$ cat src/rtl/fb_arbiter_if.sv
// Client-side bundle of the framebuffer arbiter: display scanout, CPU operations and clear control.
// master = display/CPU side, slave = arbiter side.
interface fb_arbiter_if #(
    parameter int unsigned ADDR_W = 9,
    parameter int unsigned DATA_W = 16
);
    logic              hires;
    logic              disp_req;
    logic [ADDR_W-1:0] disp_addr;
    logic [DATA_W-1:0] disp_data;
    logic              disp_valid;
    logic              cpu_req;
    logic [1:0]        cpu_op;
    logic [ADDR_W-1:0] cpu_addr;
    logic [DATA_W-1:0] cpu_wdata;
    logic              cpu_busy;
    logic              cpu_ack;
    logic [DATA_W-1:0] cpu_rdata;
    logic              cpu_collide;
    logic              clr_req;
    logic              clr_busy;

    modport master (
        output hires, disp_req, disp_addr, cpu_req, cpu_op, cpu_addr, cpu_wdata, clr_req,
        input  disp_data, disp_valid, cpu_busy, cpu_ack, cpu_rdata, cpu_collide, clr_busy
    );

    modport slave (
        input  hires, disp_req, disp_addr, cpu_req, cpu_op, cpu_addr, cpu_wdata, clr_req,
        output disp_data, disp_valid, cpu_busy, cpu_ack, cpu_rdata, cpu_collide, clr_busy
    );
endinterface

$ cat src/rtl/fb_arbiter.sv
// Single-port framebuffer RAM arbiter: display reads always win, CPU read/write/xor and the
// optional hardware clear (enabled by defining FB_CLEAR_EN) use the remaining free cycles.
module fb_arbiter #(
    parameter int unsigned ADDR_W      = 9,
    parameter int unsigned DATA_W      = 16,
    parameter int unsigned LORES_WORDS = 128
) (
    input  logic              clk,
    input  logic              rst_n,
    fb_arbiter_if.slave       bus,
    output logic [ADDR_W-1:0] ram_addr_o,
    output logic              ram_we_o,
    output logic [DATA_W-1:0] ram_wdata_o,
    input  logic [DATA_W-1:0] ram_rdata_i
);
    typedef enum logic [2:0] {StIdle, StIssue, StCapt, StWb, StAck, StClr} state_e;
    typedef enum logic [1:0] {OpRead, OpWrite, OpXor} op_e;

    state_e            state_q, state_d;
    op_e               op_q, op_d;
    logic [ADDR_W-1:0] addr_q, addr_d;
    logic [DATA_W-1:0] wdata_q, wdata_d;
    logic [DATA_W-1:0] rdata_q, rdata_d;
    logic              collide_q, collide_d;
    logic              disp_valid_q;

    logic              ram_free;
    logic [ADDR_W-1:0] fsm_addr;
    logic              fsm_we;
    logic [DATA_W-1:0] fsm_wdata;

`ifdef FB_CLEAR_EN
    logic [ADDR_W-1:0] clr_cnt_q, clr_cnt_d;
    logic              clr_hires_q, clr_hires_d;
    logic [ADDR_W-1:0] clr_last;

    assign clr_last = clr_hires_q ? {ADDR_W{1'b1}} : ADDR_W'(LORES_WORDS - 1);
`else
    logic unused_clr;
    assign unused_clr = bus.clr_req ^ bus.hires ^ (LORES_WORDS == 0);
`endif

    assign ram_free = ~bus.disp_req;

    always_comb begin
        state_d   = state_q;
        op_d      = op_q;
        addr_d    = addr_q;
        wdata_d   = wdata_q;
        rdata_d   = rdata_q;
        collide_d = collide_q;
        fsm_addr  = addr_q;
        fsm_we    = 1'b0;
        fsm_wdata = wdata_q;
`ifdef FB_CLEAR_EN
        clr_cnt_d   = clr_cnt_q;
        clr_hires_d = clr_hires_q;
`endif
        unique case (state_q)
            StIdle: begin
`ifdef FB_CLEAR_EN
                if (bus.clr_req) begin
                    clr_cnt_d   = '0;
                    clr_hires_d = bus.hires;
                    state_d     = StClr;
                end else
`endif
                if (bus.cpu_req) begin
                    // Reserved opcode 11 falls through to a plain read.
                    op_d    = (bus.cpu_op == 2'b01) ? OpWrite :
                              (bus.cpu_op == 2'b10) ? OpXor : OpRead;
                    addr_d  = bus.cpu_addr;
                    wdata_d = bus.cpu_wdata;
                    state_d = StIssue;
                end
            end
            StIssue: begin
                fsm_we = (op_q == OpWrite);
                if (ram_free) begin
                    state_d = (op_q == OpWrite) ? StAck : StCapt;
                end
            end
            StCapt: begin
                // Read data belongs to the ISSUE address even if display owns this cycle.
                rdata_d = ram_rdata_i;
                if (op_q == OpXor) begin
                    wdata_d   = ram_rdata_i ^ wdata_q;
                    collide_d = |(ram_rdata_i & wdata_q);
                    state_d   = StWb;
                end else begin
                    state_d = StAck;
                end
            end
            StWb: begin
                fsm_we = 1'b1;
                if (ram_free) begin
                    state_d = StAck;
                end
            end
            StAck: state_d = StIdle;
`ifdef FB_CLEAR_EN
            StClr: begin
                fsm_addr  = clr_cnt_q;
                fsm_we    = 1'b1;
                fsm_wdata = '0;
                if (ram_free) begin
                    if (clr_cnt_q == clr_last) begin
                        clr_cnt_d = '0;
                        state_d   = StIdle;
                    end else begin
                        clr_cnt_d = clr_cnt_q + 1'b1;
                    end
                end
            end
`endif
            default: state_d = StIdle;
        endcase
    end

    always_ff @(posedge clk or negedge rst_n) begin
        if (!rst_n) begin
            state_q      <= StIdle;
            op_q         <= OpRead;
            addr_q       <= '0;
            wdata_q      <= '0;
            rdata_q      <= '0;
            collide_q    <= 1'b0;
            disp_valid_q <= 1'b0;
        end else begin
            state_q      <= state_d;
            op_q         <= op_d;
            addr_q       <= addr_d;
            wdata_q      <= wdata_d;
            rdata_q      <= rdata_d;
            collide_q    <= collide_d;
            disp_valid_q <= bus.disp_req;
        end
    end

`ifdef FB_CLEAR_EN
    always_ff @(posedge clk or negedge rst_n) begin
        if (!rst_n) begin
            clr_cnt_q   <= '0;
            clr_hires_q <= 1'b0;
        end else begin
            clr_cnt_q   <= clr_cnt_d;
            clr_hires_q <= clr_hires_d;
        end
    end

    assign bus.clr_busy = (state_q == StClr);
`else
    assign bus.clr_busy = 1'b0;
`endif

    assign ram_addr_o      = bus.disp_req ? bus.disp_addr : fsm_addr;
    assign ram_we_o        = fsm_we & ram_free;
    assign ram_wdata_o     = fsm_wdata;
    assign bus.disp_data   = ram_rdata_i;
    assign bus.disp_valid  = disp_valid_q;
    assign bus.cpu_busy    = (state_q != StIdle);
    assign bus.cpu_ack     = (state_q == StAck);
    assign bus.cpu_rdata   = rdata_q;
    assign bus.cpu_collide = collide_q;
endmodule

$ cat src/flat_wrapper.sv
// flat-port wrapper written by rule: the top's interface ports become plain ports
module fb_arbiter_flat 
#(
    parameter int unsigned ADDR_W      = 9,
    parameter int unsigned DATA_W      = 16,
    parameter int unsigned LORES_WORDS = 128
)
  (clk, rst_n, ram_addr_o, ram_we_o, ram_wdata_o, ram_rdata_i, bus_hires, bus_disp_req, bus_disp_addr, bus_cpu_req, bus_cpu_op, bus_cpu_addr, bus_cpu_wdata, bus_clr_req, bus_disp_data, bus_disp_valid, bus_cpu_busy, bus_cpu_ack, bus_cpu_rdata, bus_cpu_collide, bus_clr_busy);
  fb_arbiter_if #(.ADDR_W(ADDR_W), .DATA_W(DATA_W)) bus_i ();
  input  logic clk;
  input  logic rst_n;
  output logic [ADDR_W-1:0] ram_addr_o;
  output logic ram_we_o;
  output logic [DATA_W-1:0] ram_wdata_o;
  input  logic [DATA_W-1:0] ram_rdata_i;
  input wire logic [$bits(bus_i.hires)-1:0] bus_hires;
  input wire logic [$bits(bus_i.disp_req)-1:0] bus_disp_req;
  input wire logic [$bits(bus_i.disp_addr)-1:0] bus_disp_addr;
  input wire logic [$bits(bus_i.cpu_req)-1:0] bus_cpu_req;
  input wire logic [$bits(bus_i.cpu_op)-1:0] bus_cpu_op;
  input wire logic [$bits(bus_i.cpu_addr)-1:0] bus_cpu_addr;
  input wire logic [$bits(bus_i.cpu_wdata)-1:0] bus_cpu_wdata;
  input wire logic [$bits(bus_i.clr_req)-1:0] bus_clr_req;
  output wire logic [$bits(bus_i.disp_data)-1:0] bus_disp_data;
  output wire logic [$bits(bus_i.disp_valid)-1:0] bus_disp_valid;
  output wire logic [$bits(bus_i.cpu_busy)-1:0] bus_cpu_busy;
  output wire logic [$bits(bus_i.cpu_ack)-1:0] bus_cpu_ack;
  output wire logic [$bits(bus_i.cpu_rdata)-1:0] bus_cpu_rdata;
  output wire logic [$bits(bus_i.cpu_collide)-1:0] bus_cpu_collide;
  output wire logic [$bits(bus_i.clr_busy)-1:0] bus_clr_busy;
  assign bus_i.hires = bus_hires;
  assign bus_i.disp_req = bus_disp_req;
  assign bus_i.disp_addr = bus_disp_addr;
  assign bus_i.cpu_req = bus_cpu_req;
  assign bus_i.cpu_op = bus_cpu_op;
  assign bus_i.cpu_addr = bus_cpu_addr;
  assign bus_i.cpu_wdata = bus_cpu_wdata;
  assign bus_i.clr_req = bus_clr_req;
  assign bus_disp_data = bus_i.disp_data;
  assign bus_disp_valid = bus_i.disp_valid;
  assign bus_cpu_busy = bus_i.cpu_busy;
  assign bus_cpu_ack = bus_i.cpu_ack;
  assign bus_cpu_rdata = bus_i.cpu_rdata;
  assign bus_cpu_collide = bus_i.cpu_collide;
  assign bus_clr_busy = bus_i.clr_busy;
  fb_arbiter #(.ADDR_W(ADDR_W), .DATA_W(DATA_W), .LORES_WORDS(LORES_WORDS)) u_core (.clk(clk), .rst_n(rst_n), .bus(bus_i), .ram_addr_o(ram_addr_o), .ram_we_o(ram_we_o), .ram_wdata_o(ram_wdata_o), .ram_rdata_i(ram_rdata_i));
endmodule
$ cat config.mk
export PLATFORM = sky130hd
export DESIGN_NAME = fb_arbiter_flat
export DESIGN_NICKNAME = d
export VERILOG_FILES = /design/src/rtl/fb_arbiter_if.sv /design/src/rtl/fb_arbiter.sv /design/src/flat_wrapper.sv
export SDC_FILE = /design/constraint.sdc
export NUM_CORES = 1
export LEC_CHECK = 0
export CORE_AREA = 2 2 84 86
export DETAILED_ROUTE_END_ITERATION = 10
export DIE_AREA = 0 0 86 88
export GPL_ROUTABILITY_DRIVEN = 0
export PLACE_DENSITY = 0.75
export SYNTH_ARGS = -nofsm -noshare
export SYNTH_HDL_FRONTEND = slang
export SYNTH_SLANG_ARGS = --single-unit
$ cat constraint.sdc
create_clock -name clk -period 3.1 [get_ports clk]
set_input_delay 0.62 -clock clk [delete_from_list [all_inputs] [get_ports clk]]
set_output_delay 0.62 -clock clk [all_outputs]
set_load 0.03 [all_outputs]
==> Yosys cells after proc, flatten, opt, wreduce, memory -nomap -nowiden <==
Cells that the tools add are included.
Widths: inputs -> output; s select.
{ "totals": {"register_bits": 48, "output_inout_bits": 63} }
{ "classes": {"n_reduce_logical": 8, "bitwise": 4, "mux": 13, "n_eq_ne": 12} }
{ "ops": {"columns": ["op", "count"], "rows": [
  ["$mux 16", 2],
  ["$pmux 16 s2", 1],
  ["$and 16x16->16", 1],
  ["$reduce_or 16->1", 1],
  ["$xor 16x16->16", 1],
  ["$mux 3", 5],
  ["$pmux 3 s4", 1],
  ["$mux 9", 1],
  ["$eq 3x2->1 const B", 2],
  ["$ne 2x2->1 const B", 3],
  ["$reduce_and 3->1", 2],
  ["$eq 2x1->1 const B", 2],
  ["$eq 2x2->1 const B", 2],
  ["$mux 2", 2],
  ["$reduce_and 2->1", 2],
  ["$eq 3x1->1 const B", 1],
  ["$eq 3x3->1 const B", 1],
  ["$logic_not 3->1", 1],
  ["$reduce_bool 3->1", 1],
  ["$ne 2x1->1 const B", 1],
  ["$pmux 1 s2", 1],
  ["$reduce_bool 2->1", 1],
  ["$and 1x1->1", 1],
  ["$not 1->1", 1]
]} }

==> Depth between registers and ports, before layout <==
{ "logic_depth": {"depth_word": 4, "ltp_mapped": 5, "depth_no_buf": 4} }

==> Worst setup path before layout <==
Ideal clock, no wire load.
{ "synth_timing": {"kind": "input to output", "from": "input bus_disp_req", "to": "output ram_addr_o[0]", "setup_slack_ns": 1.090, "arrival_time_ns": 1.390, "required_ns": 2.480, "cell_stages": 2, "path_cell_list": "clkbuf_1 > mux2_2"} }
{ "synth_via": {"elab_chain_len": 1} }
{ "synth_lines": {"columns": ["item", "line", "rtl"], "rows": [
  ["start: declaration", "flat_wrapper.sv:17", "input wire logic [$bits(bus_i.disp_req)-1:0] bus_disp_req;"],
  ["$mux 9", "fb_arbiter.sv:156", "assign ram_addr_o = bus.disp_req ? bus.disp_addr : fsm_addr;"],
  ["end: declaration", "flat_wrapper.sv:12", "output logic [ADDR_W-1:0] ram_addr_o;"]
]} }
No other way between the ends.

==> Final worst setup path <==
{ "layout_timing": {"from": "input bus_disp_req", "to": "output ram_addr_o[4]"} }
Same word-level chain as after synthesis.

==> flow_metrics.env <==
export IMPL_htree_levels=2
export IMPL_cts_tree="built"
export IMPL_grt_max_degree=39
export IMPL_drtIter0Drc=19
export IMPL_synth_seq_cells=48
export IMPL_dp_hpwl_um=4430
export IMPL_crit_fanout=10
export IMPL_drt_pass1_iterations=4
export IMPL_numCtsBuffers=5
export IMPL_holdBufCountCts=0
export IMPL_p_seq_frac=0.317
export IMPL_power_density_nw_per_um2=984
export IMPL_p_leak_nw=1.56
export IMPL_setup_violations=0
export IMPL_syn_avg_cell_area_um2=13.7
export IMPL_fillCellCount=543
export IMPL_critical_path_class="in2out"
export IMPL_ioPinCount=121
export IMPL_vias=1827
export IMPL_hold_viol=0
export IMPL_synthArstFlopShare=1.00
export IMPL_slew_headroom=0.420
export IMPL_final_common_cell="clkdlybuf4s50_1"
export IMPL_ys_seq_area_frac=0.461
export IMPL_io_buffers=117
export IMPL_ant_nets=0
export IMPL_yosysWarnings=0
export IMPL_max_vdd_ir_drop_v=0.000451
export IMPL_synth_top_area_share=0.461
export IMPL_grt_pass1_wl_um=9160
export IMPL_drt_total_wl_um=5690
export IMPL_slew_viol_final=0
export IMPL_grt_pass1_vias=1925
export IMPL_clock_power_share=0.098
export IMPL_post_route_period_util=0.938
export IMPL_layout_common_cells="clkdlybuf4s50_1 (116), mux2_2 (65), dfrtp_1 (48)"
export IMPL_core_um2=6640
export IMPL_start_util=0.392
export IMPL_synth_flop_cell="dfrtp_1"
export IMPL_p_switching_w=0.00153
export IMPL_clk_latency_ns=0.30
export IMPL_switching_share=0.408
export IMPL_gr_total_overflow=0
export IMPL_netlist_top_cells_area="dfrtp_1 (46%), mux2_2 (28%), ha_1 (7.7%)"
export IMPL_worst_endpoint_required_ns=2.48
export IMPL_root_buffer="clkbuf_8"
export IMPL_ys_types=29
export IMPL_cts_clk_slew_worst_paths_ns=0.09
export IMPL_wire_per_inst_um=15.1
export IMPL_antenna_found_initial=0
export IMPL_die_width_um=86
export IMPL_netlist_instances=191
export IMPL_synth_edf_count=0
export IMPL_drive_above_1_share=0.289
export IMPL_design_area_um2=3820
export IMPL_post_cts_buffers=0
export IMPL_die_area_um2=7570
export IMPL_maxCapViolations=0
export IMPL_place_area_um2=3730
export IMPL_grt_usage=0.155
export IMPL_end_kind="primary output"
export IMPL_finClkSkew_ns=0.0116
export IMPL_synth_nets=265
export IMPL_max_clock_freq_mhz=344
export IMPL_via_per_inst=4.83
export IMPL_worst_pin_slew_ns=0.869
export IMPL_antennaDiodeCount=0
export IMPL_area_growth_pct=46.4
export IMPL_combPwrFrac=0.585
export IMPL_fin_nets=371
export IMPL_rows=30
export IMPL_tns_ns=0
export IMPL_fin_crit_ns=2.91
export IMPL_min_path_type="in2async"
export IMPL_clock_sinks=48
export IMPL_clockBufferDepth=2
export IMPL_ctsResizeCount=0
export IMPL_synth_top_area_cell="dfrtp_1"
export IMPL_syn_area_um2=2610
export IMPL_rsz0062_at_grt="no"
export IMPL_cp_data_arrival_time_ns=2.29
export IMPL_drc=0
export IMPL_status="finished clean"
export IMPL_dieHeight_um=88
export IMPL_worstSetupStartpointType="primary input"
export IMPL_intPower_w=0.00222
==> synthesized netlist by cell type, types with 2 or more instances <==
library cell and number:
mux2_2 65, dfrtp_1 48, buf_4 20, ha_1 16
o21ai_0 5, nor4_1 4, inv_1 3, nand3b_1 3
nor2b_1 3, a21oi_1 2, buf_2 2, buf_6 2
mux2_1 2
==> power by group through the flow <==
| stage | clock, W | sequential [W] | combinational, W |
|---|---|---|---|
| after floorplan | 0 | 0.00156 | 0.00105 |
| after global placement | 0 | 0.00119 | 0.00219 |
| after detailed placement | 0 | 0.00121 | 0.00223 |
| after CTS | 0.000383 | 0.00120 | 0.00223 |
| after global routing | 0.000409 | 0.00124 | 0.00235 |
| final | 0.000368 | 0.00119 | 0.00220 |
==> routing by layer <==
layer,global-route usage,vias up,share of wire
met5,0,-,0
met4,0.0390,0,0.0093
met3,0.0575,5,0.091
met2,0.267,81,0.47
met1,0.183,866,0.43
li1,-,875,-
==> kinds of logic after synthesis <==
family | synth area share
AO/OA/AOI/OAI | 0.0245
adder cells (fa/ha/maj) | 0.0768
buffers and inverters | 0.0816
flip-flops | 0.461
multiplexers | 0.289
other | 0.00144
AND/OR/NAND/NOR | 0.0657
==> sequential cells by signal, summed over array words and instances, names as in the netlist <==
signal,count
u_core.bus.cpu_rdata,16
u_core.addr_q,9
u_core.ram_wdata_o,16
u_core.state_q,3
u_core.bus.cpu_collide,1
u_core.op_q,2
u_core.bus.disp_valid,1
==> per-stage QoR <==
step,hold WS [ns],total power [W],utilization,worst slack [ns],std cells
global route,0.491,0.00401,0.575,0.144,378
finish,0.430,0.00376,0.575,0.192,378
floorplan,0.324,0.00261,-,1.09,191
global placement,0.470,0.00338,0.562,0.205,370
CTS,0.456,0.00382,0.575,0.179,378
detailed placement,0.476,0.00343,0.562,0.185,370
==> path summary, 6_finish.rpt <==
path / start / end / slack (ns) / depth (start not counted)
max in group asynchronous: rst_n / u_core.ram_wdata_o[1] / 2.03 / 2
hold reg to reg: u_core.bus.cpu_rdata[10] / u_core.bus.cpu_rdata[10] / 0.49 / 1
min in group clk: u_core.bus.cpu_rdata[10] / u_core.bus.cpu_rdata[10] / 0.49 / 1
setup reg to reg: u_core.state_q[0] / u_core.ram_wdata_o[9] / 1.26 / 4
hold / removal: rst_n / u_core.addr_q[2] / 0.43 / 1
setup / recovery: bus_disp_req / ram_addr_o[4] / 0.19 / 4
==> layout make-up <==
class	instances	area, um^2	area share
flip-flops and latches	48	1200	0.315
repair buffers	125	1230	0.321
clock inverters	1	8.76	0.00229
inverters	3	11.3	0.00295
clock buffers	7	76.3	0.0200
multi-input cells	114	1190	0.313
well taps	80	100	0.0262
==> worst max-delay path, cell delays in order <==
cell and delay (ns):
clkdlybuf4s50_1 0.52, buf_4 0.20, mux2_2 0.35, clkdlybuf4s50_1 0.60
Note: power is estimated with default switching activity, not from simulation.
